$ cat config.mk
export PLATFORM = sky130hd
export DESIGN_NAME = mdu_mresult_flat
export DESIGN_NICKNAME = d
export VERILOG_FILES = /design/src/rtl/mdu_pkg.sv /design/src/rtl/mdu_mresult_if.sv /design/src/rtl/mdu_div_iter.sv /design/src/rtl/mdu_mresult.sv /design/src/flat_wrapper.sv
export SDC_FILE = /design/constraint.sdc
export NUM_CORES = 2
export LEC_CHECK = 0
export BUFFER_PORTS_ARGS = -buffer_cell sky130_fd_sc_hd__buf_2
export CORE_MARGIN = 4
export CORE_UTILIZATION = 40
export CTS_CLUSTER_DIAMETER = 120
export DETAILED_ROUTE_END_ITERATION = 8
export MAX_ROUTING_LAYER = met4
export SLEW_MARGIN = 20
export SYNTH_ARGS = -nofsm -noshare
export SYNTH_HDL_FRONTEND = slang
export SYNTH_SLANG_ARGS = --single-unit
$ cat constraint.sdc
create_clock -name clk -period 6.4 [get_ports clk]
set_clock_uncertainty 0.2 [all_clocks]
set_input_delay 1.92 -clock clk [delete_from_list [all_inputs] [get_ports clk]]
set_output_delay 1.92 -clock clk [all_outputs]
set_load 0.02 [all_outputs]
$ cat src/rtl/mdu_pkg.sv
// mdu_pkg: shared MDU op encodings and divider state type
package mdu_pkg;
    localparam logic [2:0] F3_MUL    = 3'b000;
    localparam logic [2:0] F3_MULH   = 3'b001;
    localparam logic [2:0] F3_MULHSU = 3'b010;
    localparam logic [2:0] F3_MULHU  = 3'b011;
    localparam logic [2:0] F3_DIV    = 3'b100;
    localparam logic [2:0] F3_DIVU   = 3'b101;
    localparam logic [2:0] F3_REM    = 3'b110;
    localparam logic [2:0] F3_REMU   = 3'b111;
    typedef enum logic [1:0] {DIV_IDLE, DIV_BUSY, DIV_DONE} div_state_t;
endpackage

$ cat src/rtl/mdu_mresult_if.sv
// mdu_mresult_if: pipeline-side bundle of the MDU M-stage result unit
interface mdu_mresult_if #(parameter int XLEN = 64);
    logic              StallM, FlushE, StallW, FlushW;
    logic [XLEN-1:0]   ForwardedSrcAE, ForwardedSrcBE;
    logic              IntDivE, W64E, W64M;
    logic [2:0]        Funct3E, Funct3M;
    logic [2*XLEN-1:0] ProdM;
    logic              DivBusyE;
    logic [XLEN-1:0]   MDUResultW;
    modport master (
        output StallM, FlushE, StallW, FlushW, ForwardedSrcAE, ForwardedSrcBE,
               IntDivE, W64E, W64M, Funct3E, Funct3M, ProdM,
        input  DivBusyE, MDUResultW
    );
    modport slave (
        input  StallM, FlushE, StallW, FlushW, ForwardedSrcAE, ForwardedSrcBE,
               IntDivE, W64E, W64M, Funct3E, Funct3M, ProdM,
        output DivBusyE, MDUResultW
    );
endinterface

$ cat src/rtl/mdu_div_iter.sv
// mdu_div_iter: radix-2 restoring divider, one quotient bit per cycle, signs fixed up at the end
module mdu_div_iter import mdu_pkg::*; #(parameter int XLEN = 64) (
    input  logic            clk,
    input  logic            reset,
    input  logic            start_i,
    input  logic            signed_i,
    input  logic            w64_i,
    input  logic [XLEN-1:0] a_i,
    input  logic [XLEN-1:0] b_i,
    input  logic            flush_i,
    input  logic            stall_i,
    output logic            busy_o,
    output logic [XLEN-1:0] quot_o,
    output logic [XLEN-1:0] rem_o
);
    localparam int CW = $clog2(XLEN + 1);
    div_state_t      state_q, state_d;
    logic [CW-1:0]   cnt_q, cnt_d;
    logic [XLEN-1:0] a_q, a_d, b_q, b_d, r_q, r_d, quot_q, quot_d, rem_q, rem_d;
    logic            negq_q, negq_d, negr_q, negr_d;
    logic [XLEN-1:0] ax, bx, am, bm, a_nx, r_nx;
    logic            sa, sb, qbit;
    logic [XLEN:0]   rs, diff;
    // operand extension, magnitudes and one restoring step from the current partial remainder
    always_comb begin
        ax   = w64_i ? (signed_i ? XLEN'($signed(a_i[31:0])) : XLEN'(a_i[31:0])) : a_i;
        bx   = w64_i ? (signed_i ? XLEN'($signed(b_i[31:0])) : XLEN'(b_i[31:0])) : b_i;
        sa   = signed_i & ax[XLEN-1];
        sb   = signed_i & bx[XLEN-1];
        am   = sa ? -ax : ax;
        bm   = sb ? -bx : bx;
        rs   = {r_q, a_q[XLEN-1]};
        diff = rs - {1'b0, b_q};
        qbit = ~diff[XLEN];
        r_nx = qbit ? diff[XLEN-1:0] : rs[XLEN-1:0];
        a_nx = {a_q[XLEN-2:0], qbit};
    end
    // FSM next state; W-form dividends are pre-shifted so only 32 steps are needed
    always_comb begin
        state_d = state_q;
        cnt_d   = cnt_q;
        a_d     = a_q;
        b_d     = b_q;
        r_d     = r_q;
        negq_d  = negq_q;
        negr_d  = negr_q;
        quot_d  = quot_q;
        rem_d   = rem_q;
        busy_o  = 1'b0;
        unique case (state_q)
            DIV_IDLE: begin
                busy_o = start_i;
                if (start_i && !flush_i) begin
                    negq_d  = sa ^ sb;
                    negr_d  = sa;
                    a_d     = w64_i ? am << (XLEN - 32) : am;
                    b_d     = bm;
                    r_d     = '0;
                    cnt_d   = w64_i ? CW'(32) : CW'(XLEN);
                    state_d = (bx == '0) ? DIV_DONE : DIV_BUSY;
                    quot_d  = (bx == '0) ? '1 : quot_q;
                    rem_d   = (bx == '0) ? ax : rem_q;
                end
            end
            DIV_BUSY: begin
                busy_o = 1'b1;
                a_d    = a_nx;
                r_d    = r_nx;
                cnt_d  = cnt_q - CW'(1);
                if (cnt_q == CW'(1)) begin
                    state_d = DIV_DONE;
                    quot_d  = negq_q ? -a_nx : a_nx;
                    rem_d   = negr_q ? -r_nx : r_nx;
                end
            end
            DIV_DONE: state_d = stall_i ? DIV_DONE : DIV_IDLE;
            default:  state_d = DIV_IDLE;
        endcase
        if (flush_i) begin
            state_d = DIV_IDLE;
            quot_d  = quot_q;
            rem_d   = rem_q;
        end
    end
    // divider state registers
    always_ff @(posedge clk) begin
        if (reset) begin
            state_q <= DIV_IDLE;
            cnt_q   <= '0;
            a_q     <= '0;
            b_q     <= '0;
            r_q     <= '0;
            negq_q  <= 1'b0;
            negr_q  <= 1'b0;
            quot_q  <= '0;
            rem_q   <= '0;
        end else begin
            state_q <= state_d;
            cnt_q   <= cnt_d;
            a_q     <= a_d;
            b_q     <= b_d;
            r_q     <= r_d;
            negq_q  <= negq_d;
            negr_q  <= negr_d;
            quot_q  <= quot_d;
            rem_q   <= rem_d;
        end
    end
    assign quot_o = quot_q;
    assign rem_o  = rem_q;
endmodule

$ cat src/rtl/mdu_mresult.sv
// mdu_mresult: MDU M-stage result select (product/quotient/remainder) registered into W
module mdu_mresult import mdu_pkg::*; #(parameter int XLEN = 64) (
    input logic          clk,
    input logic          reset,
    mdu_mresult_if.slave bus
);
    logic [XLEN-1:0] quot, rem, sel, res_d, res_q;
    mdu_div_iter #(.XLEN(XLEN)) u_div (
        .clk      (clk),
        .reset    (reset),
        .start_i  (bus.IntDivE),
        .signed_i (~bus.Funct3E[0]),
        .w64_i    (bus.W64E),
        .a_i      (bus.ForwardedSrcAE),
        .b_i      (bus.ForwardedSrcBE),
        .flush_i  (bus.FlushE),
        .stall_i  (bus.StallM),
        .busy_o   (bus.DivBusyE),
        .quot_o   (quot),
        .rem_o    (rem)
    );
    // pick the op result and sign-extend the low word for W-forms
    always_comb begin
        sel   = (bus.Funct3M == F3_MUL) ? bus.ProdM[XLEN-1:0] :
                !bus.Funct3M[2] ? bus.ProdM[2*XLEN-1:XLEN] :
                !bus.Funct3M[1] ? quot : rem;
        res_d = bus.W64M ? XLEN'($signed(sel[31:0])) : sel;
    end
    // W-stage result register; flush takes priority over stall
    always_ff @(posedge clk) begin
        if (reset || bus.FlushW) res_q <= '0;
        else if (!bus.StallW) res_q <= res_d;
    end
    assign bus.MDUResultW = res_q;
endmodule
$ cat src/flat_wrapper.sv
// flat-port wrapper written by rule: the top's interface ports become plain ports
module mdu_mresult_flat import mdu_pkg::*;
#(parameter int XLEN = 64)
  (clk, reset, bus_StallM, bus_FlushE, bus_StallW, bus_FlushW, bus_ForwardedSrcAE, bus_ForwardedSrcBE, bus_IntDivE, bus_W64E, bus_W64M, bus_Funct3E, bus_Funct3M, bus_ProdM, bus_DivBusyE, bus_MDUResultW);
  mdu_mresult_if #(.XLEN(XLEN)) bus_i ();
  input logic clk;
  input logic reset;
  input wire logic [$bits(bus_i.StallM)-1:0] bus_StallM;
  input wire logic [$bits(bus_i.FlushE)-1:0] bus_FlushE;
  input wire logic [$bits(bus_i.StallW)-1:0] bus_StallW;
  input wire logic [$bits(bus_i.FlushW)-1:0] bus_FlushW;
  input wire logic [$bits(bus_i.ForwardedSrcAE)-1:0] bus_ForwardedSrcAE;
  input wire logic [$bits(bus_i.ForwardedSrcBE)-1:0] bus_ForwardedSrcBE;
  input wire logic [$bits(bus_i.IntDivE)-1:0] bus_IntDivE;
  input wire logic [$bits(bus_i.W64E)-1:0] bus_W64E;
  input wire logic [$bits(bus_i.W64M)-1:0] bus_W64M;
  input wire logic [$bits(bus_i.Funct3E)-1:0] bus_Funct3E;
  input wire logic [$bits(bus_i.Funct3M)-1:0] bus_Funct3M;
  input wire logic [$bits(bus_i.ProdM)-1:0] bus_ProdM;
  output wire logic [$bits(bus_i.DivBusyE)-1:0] bus_DivBusyE;
  output wire logic [$bits(bus_i.MDUResultW)-1:0] bus_MDUResultW;
  assign bus_i.StallM = bus_StallM;
  assign bus_i.FlushE = bus_FlushE;
  assign bus_i.StallW = bus_StallW;
  assign bus_i.FlushW = bus_FlushW;
  assign bus_i.ForwardedSrcAE = bus_ForwardedSrcAE;
  assign bus_i.ForwardedSrcBE = bus_ForwardedSrcBE;
  assign bus_i.IntDivE = bus_IntDivE;
  assign bus_i.W64E = bus_W64E;
  assign bus_i.W64M = bus_W64M;
  assign bus_i.Funct3E = bus_Funct3E;
  assign bus_i.Funct3M = bus_Funct3M;
  assign bus_i.ProdM = bus_ProdM;
  assign bus_DivBusyE = bus_i.DivBusyE;
  assign bus_MDUResultW = bus_i.MDUResultW;
  mdu_mresult #(.XLEN(XLEN)) u_core (.clk(clk), .reset(reset), .bus(bus_i));
endmodule
* After elaboration in Yosys (flattened, before gate mapping)
Cells that the tools add are included.
** Storage, ports and cells
- Register bits after elaboration :: 395
- Input bits :: 271
- Output and inout port bits :: 65
- Word-level logic and storage cells :: 75
** Operators by class
- Add/sub/neg operators :: 6
- Equality and inequality tests :: 6
- Muxes and demuxes :: 35
- Bitwise logic cells :: 6
- Reductions and logical operators :: 12
** Operator list (number)
- 64-bit 2-to-1 mux :: 22
- 64-bit one-hot mux with 2 select lines :: 4
- 64-bit negation :: 4
- 65-bit by 64-bit subtractor with 65-bit output :: 1
- 64-bit zero test :: 1
- 7-bit 2-to-1 mux :: 2
- 7-bit one-hot mux with 2 select lines :: 1
- 2-bit 2-to-1 mux :: 4
- 7-bit by 1-bit == test with 1-bit output, second input constant :: 1
- 7-bit by 1-bit subtractor with 7-bit output, second input constant :: 1
- 2-bit inequality test, second input constant :: 3
- 2-bit one-hot mux with 3 select lines :: 1
- 2-bit AND reduction :: 3
- 5-bit AND reduction :: 1
- 3-bit zero test :: 1
- 1-bit inverter :: 3
- 1-bit AND :: 2
- 2-bit by 1-bit == test with 1-bit output, second input constant :: 1
- 2-bit == test, second input constant :: 1
- 2-bit zero test :: 1
- 1-bit one-hot mux with 2 select lines :: 1
- 2-bit nonzero test :: 1
- 2-bit OR reduction :: 1
- 1-bit logical AND :: 1
- other kinds (3) :: 3

* Logic depth before layout (Yosys ltp)
- Word-level depth :: 7
- Mapped depth :: 30
- Gate-level depth less buffers :: 26

* Hierarchy
Synthesis repeated with hierarchy kept, for this count alone.
** Unflattened totals
- Cells, all modules :: 4102
- Area, all modules :: 30331.6 um2
** Modules (own cells, without submodules)
- mdu_div_iter :: instances 1, cells an instance 3600, area an instance 25684.6 um2, seq. area each 6626.4 um2
- mdu_mresult :: instances 1, cells an instance 502, area an instance 4647.0 um2, seq. area each 1281.2 um2

* Worst setup path before layout
Ideal clock, no wire load.
- Kind :: register to register
- Start point :: reg u_core.u_div.a_q[63]
- End point :: reg u_core.u_div.rem_q[58], in the netlist u_core.u_div.rem_o[58]
- Setup time :: 0.117 ns
- Arrival time :: 6.063 ns
- Required time :: 6.083 ns
- Path slack :: 0.020 ns
- Cell stages (with the launch flop) :: 31
- Buffers on the path :: 4
- Clock period less this slack :: 6.380 ns
- Cell sequence :: dfxtp_1 inv_1 ha_1 fa_1 nor2b_4 o31ai_1 a31o_1 o311a_1 a21o_1 a21oi_2 nor2_1 buf_6 clkinv_1 buf_2 clkbuf_1 buf_1 nor2_1 a21oi_1 ha_1 nand2_1 or3_1 nor3_1 nand3_1 nor2_1 o211ai_1 o22ai_1 inv_1 a2111o_1 o311ai_1 a21oi_1 a22o_1
** On the way
- Word-level cells in the longest chain between the ends :: 6
** Ends and longest elaborated chain
- start, declared :: line mdu_div_iter.sv:19 : logic [XLEN-1:0] a_q, a_d, b_q, b_d, r_q, r_d, quot_q, quot_d, rem_q, rem_d;
- start signal, assigned :: line mdu_div_iter.sv:90 : a_q <= '0;
- start signal, assigned :: line mdu_div_iter.sv:100 : a_q <= a_d;
- 65-bit by 64-bit subtractor with 65-bit output :: line mdu_div_iter.sv:33 : diff = rs - {1'b0, b_q};
- 64-bit 2-to-1 mux (*) :: line mdu_div_iter.sv:35 : r_nx = qbit ? diff[XLEN-1:0] : rs[XLEN-1:0];
- 64-bit negation :: line mdu_div_iter.sv:73 : rem_d = negr_q ? -r_nx : r_nx;
- 64-bit 2-to-1 mux (*) :: line mdu_div_iter.sv:73
- 64-bit 2-to-1 mux (*) :: line mdu_div_iter.sv:70 : if (cnt_q == CW'(1)) begin
- 64-bit one-hot mux with 2 select lines (*) :: line mdu_div_iter.sv:50 : unique case (state_q)
- end signal, assigned :: line mdu_div_iter.sv:106 : rem_q <= rem_d;
- end, declared :: line mdu_div_iter.sv:19
Mark *: on every way between the ends. The rest lies on a longest branch, timed or not. The select of a mux whose other input is x is not followed.
A chain may end at the register's enable or synchronous reset.

* Final worst setup path
- Start point :: reg u_core.u_div.a_q[63]
- End point :: reg u_core.u_div.rem_q[48], in the netlist u_core.u_div.rem_o[48]
Same word-level chain as after synthesis.

==> reports/summary.log <==
INFO  routing        first_pass_iters=5
INFO  place          io_buffers=333
INFO  clock_network  postCtsHoldBufs=0
INFO  clock_network  h_tree_levels=2
INFO  yosys          basic_gate_share_of_the_synthesized_area_counting_and_or_nand_and_nor_cells=24.55%
INFO  floorplanning  initial_core_util=40.39%
INFO  setup_path     critical_path.top_delay_family=compound AO/OA/AOI/OAI gates
INFO  setup_path     worst_ep_arrival_time=6.45ns
INFO  pwr            power_density=202.2nW/um^2
INFO  outcome        outcome=finished, final reports clean
INFO  clock_network  ctsRootBufferMaster=sky130_fd_sc_hd__clkbuf_16
INFO  setup_path     timing_worst_setup_path_type=register to register
INFO  routing        ant_nets=0
INFO  place          place.detailed.instances=5279
INFO  setup_path     worst-path-buf-inv=5
INFO  pwr            peakVddDrop=0.0002025V
INFO  clock_network  ctsLongestPathBuffers=3
INFO  setup_path     r2r_setup_slack=0.31ns
INFO  sta            setup_tns=0ns
INFO  yosys          synth_xor_xnor_area_share=6.484%
INFO  sta            max_slew.worst_pin.slew=1.175ns
INFO  floorplanning  die_width=282.4um
INFO  floorplanning  boundaryPins=336
INFO  routing        drt-wirelength-per-cell=22.72um
INFO  setup_path     timing.critical_path.slowest_cell_delay=0.42ns
INFO  pwr            power_report.internal_total=4676uW
INFO  pwr            power_frac_clock=40.3%
INFO  setup_path     startpoint_type=register
INFO  yosys          flop_and_latch_count_out_of_synthesis=395
INFO  pwr            combinational_share_of_power=22.5%
INFO  sta            grt_setup_unrepaired=no
INFO  sta            finalHoldViolCount=0
INFO  pwr            power_switching_share=32.76%
INFO  global_routing gr-usage-all-layers=29.85%
INFO  global_routing wire_length_of_the_first_global_routing_pass=180900um
INFO  yosys          ys_seq_area_share=26.25%
INFO  floorplanning  placeableCoreArea=74570um^2
INFO  yosys          post_synthesis_instance_area=30120um^2
INFO  routing        routed_via_density=6.077
INFO  yosys          netlist_top_cells_area=sky130_fd_sc_hd__dfxtp_1, sky130_fd_sc_hd__nor2_1, sky130_fd_sc_hd__a21oi_1, sky130_fd_sc_hd__a211oi_1, sky130_fd_sc_hd__nand2_1
INFO  global_routing grt_remaining_overflow=0
INFO  yosys          synth_mux_area_share=3.980%
INFO  cells_and_area final-seq-area=7913um^2
INFO  sta            min_period=6.089ns
INFO  cells_and_area design.final.nets=4702
INFO  setup_path     critPathRequiredTime=6.76ns
INFO  clock_network  clock_transition_at_the_register_clock_pins_on_the_worst_setup_and_hold_paths_after_cts=0.06ns
INFO  hold_path      worst_hold_path_type=register to register
INFO  setup_path     critPathSlowestCell=sky130_fd_sc_hd__o311a_4
INFO  sta            holdWs=0.2533ns
INFO  cells_and_area layout-drive-gt1-share=13.82%
INFO  setup_path     crit_top_cell=sky130_fd_sc_hd__buf_4
INFO  sta            fmax=164.2MHz
INFO  yosys          netlist.top_cell.by_area=sky130_fd_sc_hd__dfxtp_1
INFO  sta            post-route-period-util=95.15%
INFO  yosys          synth_enable_flop_cells=0
INFO  sta            max-slew-margin-rel=21.18%
INFO  yosys          netlist_instances=4202
INFO  cells_and_area finalNonFillerCells=5378
INFO  global_routing antenna_violations_before_repair=13
INFO  pwr            finalPower=6955uW
INFO  clock_network  clkLatencyLatePin=0.62ns
INFO  yosys          post_synth_num_cell_types=100
INFO  yosys          synth-async-reset-ratio=0%
INFO  clock_network  clock_sink_count=395
INFO  setup_path     setup.worst_path.end_class=register
INFO  routing        vias=32682
INFO  yosys          synth_top_family_by_area=compound AO/OA/AOI/OAI gates
INFO  yosys          yosys.area.top_type_share=26.25%
INFO  pwr            power.leakage=0.01316uW
INFO  job            max_cap_viol_count=0
INFO  yosys          yosys_most_used_dff=sky130_fd_sc_hd__dfxtp_1
INFO  global_routing vias_in_the_first_global_route=29061
INFO  setup_path     crit_fanout=5
INFO  floorplanning  chipHeight=282.4um
INFO  yosys          synthAdderAreaFrac=2.974%
INFO  yosys          postSynthAreaPerCell=7.168um^2
INFO  routing        routed_wl=122200um
INFO  place          dp_hpwl=93650um
INFO  sta            finalSetupViolations=0
INFO  pwr            power_switching=2278uW
INFO  clock_network  cts_inserted_buffers=48
INFO  routing        detail_route.iter0.violations=3391
INFO  yosys          yosys_warnings=0
INFO  cells_and_area final_core_util=46.12%
INFO  floorplanning  row_count=100
INFO  cells_and_area area_growth_syn_to_layout=14.19%
INFO  cells_and_area layout.cells.most_common=sky130_fd_sc_hd__nor2_1
INFO  routing        detail_route.drc_violations=0
INFO  cells_and_area n_fill_cell=7720
INFO  floorplanning  die-area=79760um^2
INFO  pwr            seq_power_share=37.3%
INFO  sta            timing_max_transition_violations_final=0
INFO  cells_and_area multiInputGateArea=20550um^2
INFO  yosys          synth_nets=4544
INFO  cells_and_area layout.cells.most_common_list=sky130_fd_sc_hd__nor2_1, sky130_fd_sc_hd__a21oi_1, sky130_fd_sc_hd__dfxtp_1
INFO  place          gp_routability_congestion=1.010
INFO  global_routing grt_start_max_net_pins=184
INFO  yosys          synth_compound_area_share=29.93%
INFO  clock_network  tritoncts_clock_tree=done
## registers in the layout, indices dropped and copies added (netlist names)
signal and cells:
u_core.bus.MDUResultW 64, u_core.u_div.a_q 64, u_core.u_div.b_q 64, u_core.u_div.quot_o 64, u_core.u_div.r_q 64, u_core.u_div.rem_o 64
u_core.u_div.cnt_q 7, u_core.u_div.state_q 2, u_core.u_div.negq_q 1, u_core.u_div.negr_q 1
## worst register-to-register path, delay by kind of cell (launching register included)
family | cells | cell delay, ns
xor+xnor | 1 | 0.32
fa+ha+maj | 3 | 0.84
simple gates | 8 | 1.31
buf+inv | 5 | 0.70
flops | 1 | 0.33
compound gates | 11 | 2.36
## power by group through the flow
stage / clock network, uW / logic [uW] / registers [uW]
2_1_floorplan: 0 / 984 / 2630
3_3_place_gp: 0 / 1530 / 2640
3_5_place_dp: 0 / 1530 / 2640
4_1_cts: 2840 / 1540 / 2590
5_1_grt: 2940 / 1700 / 2600
6_report: 2800 / 1560 / 2590
## path summary, 6_finish.rpt
kind / from / to / depth (start not counted)
worst max-delay path: u_core.u_div.a_q[63] / u_core.u_div.rem_o[48] / 28
worst min-delay path: u_core.u_div.cnt_q[6] / u_core.u_div.cnt_q[6] / 2
worst max register to register: u_core.u_div.a_q[63] / u_core.u_div.rem_o[48] / 28
worst min register to register: u_core.u_div.cnt_q[6] / u_core.u_div.cnt_q[6] / 2
## cells in the mapped netlist (49+ instances only)
| library cell | count |
|---|---|
| sky130_fd_sc_hd__xor2_1 | 123 |
| sky130_fd_sc_hd__mux2i_1 | 101 |
| sky130_fd_sc_hd__a211oi_1 | 210 |
| sky130_fd_sc_hd__a31oi_1 | 107 |
| sky130_fd_sc_hd__xnor2_1 | 100 |
| sky130_fd_sc_hd__dfxtp_1 | 395 |
| sky130_fd_sc_hd__ha_1 | 70 |
| sky130_fd_sc_hd__nor3_1 | 101 |
| sky130_fd_sc_hd__inv_1 | 110 |
| sky130_fd_sc_hd__nand3_1 | 106 |
| sky130_fd_sc_hd__nor2b_1 | 79 |
| sky130_fd_sc_hd__o21ai_0 | 208 |
| sky130_fd_sc_hd__nand4_1 | 49 |
| sky130_fd_sc_hd__nand2_1 | 389 |
| sky130_fd_sc_hd__nor4_1 | 54 |
| sky130_fd_sc_hd__nor2_1 | 549 |
| sky130_fd_sc_hd__or3_1 | 65 |
| sky130_fd_sc_hd__clkbuf_1 | 271 |
| sky130_fd_sc_hd__a21oi_1 | 408 |
## routing by layer
layer	part of all wire [%]	global-route usage [%]	vias up
met1	44	40.27	15378
met5	0	-	-
met4	4.8	12.67	0
met2	43	45.28	1343
li1	-	-	15761
met3	7.6	3.582	200
## stage by stage
stage | cell area [um^2] | setup slack (ns)
5_1_grt | 34390 | 0.01041
3_3_place_gp | 32730 | 0.2162
6_report | 34400 | 0.3106
3_5_place_dp | 32730 | 0.1867
2_1_floorplan | 30120 | 0.01987
4_1_cts | 34340 | 0.1652
## cell families after synthesis
family,after synthesis
multiplexers,117
AO/OA/AOI/OAI,1381
AND/OR/NAND/NOR,1564
buffers and inverters,451
flip-flops,395
adder cells (fa/ha/maj),71
XOR/XNOR,223
## timing repair
action | 4_1_cts | 5_1_grt
gates resized for setup | 0 | 4
setup endpoints to repair | 0 | 10
buffers inserted | 0 | 0
## final cells by class
class	count	area share (%)
multi-input combinational	3356	59.75
sequential	395	23.00
timing repair buffer	448	7.741
clock buffer	66	3.951
tap	969	3.525
inverter	111	1.211
clock inverter	22	0.7348
antenna	11	0.08003
No activity file was read; power rests on OpenSTA's default activity.
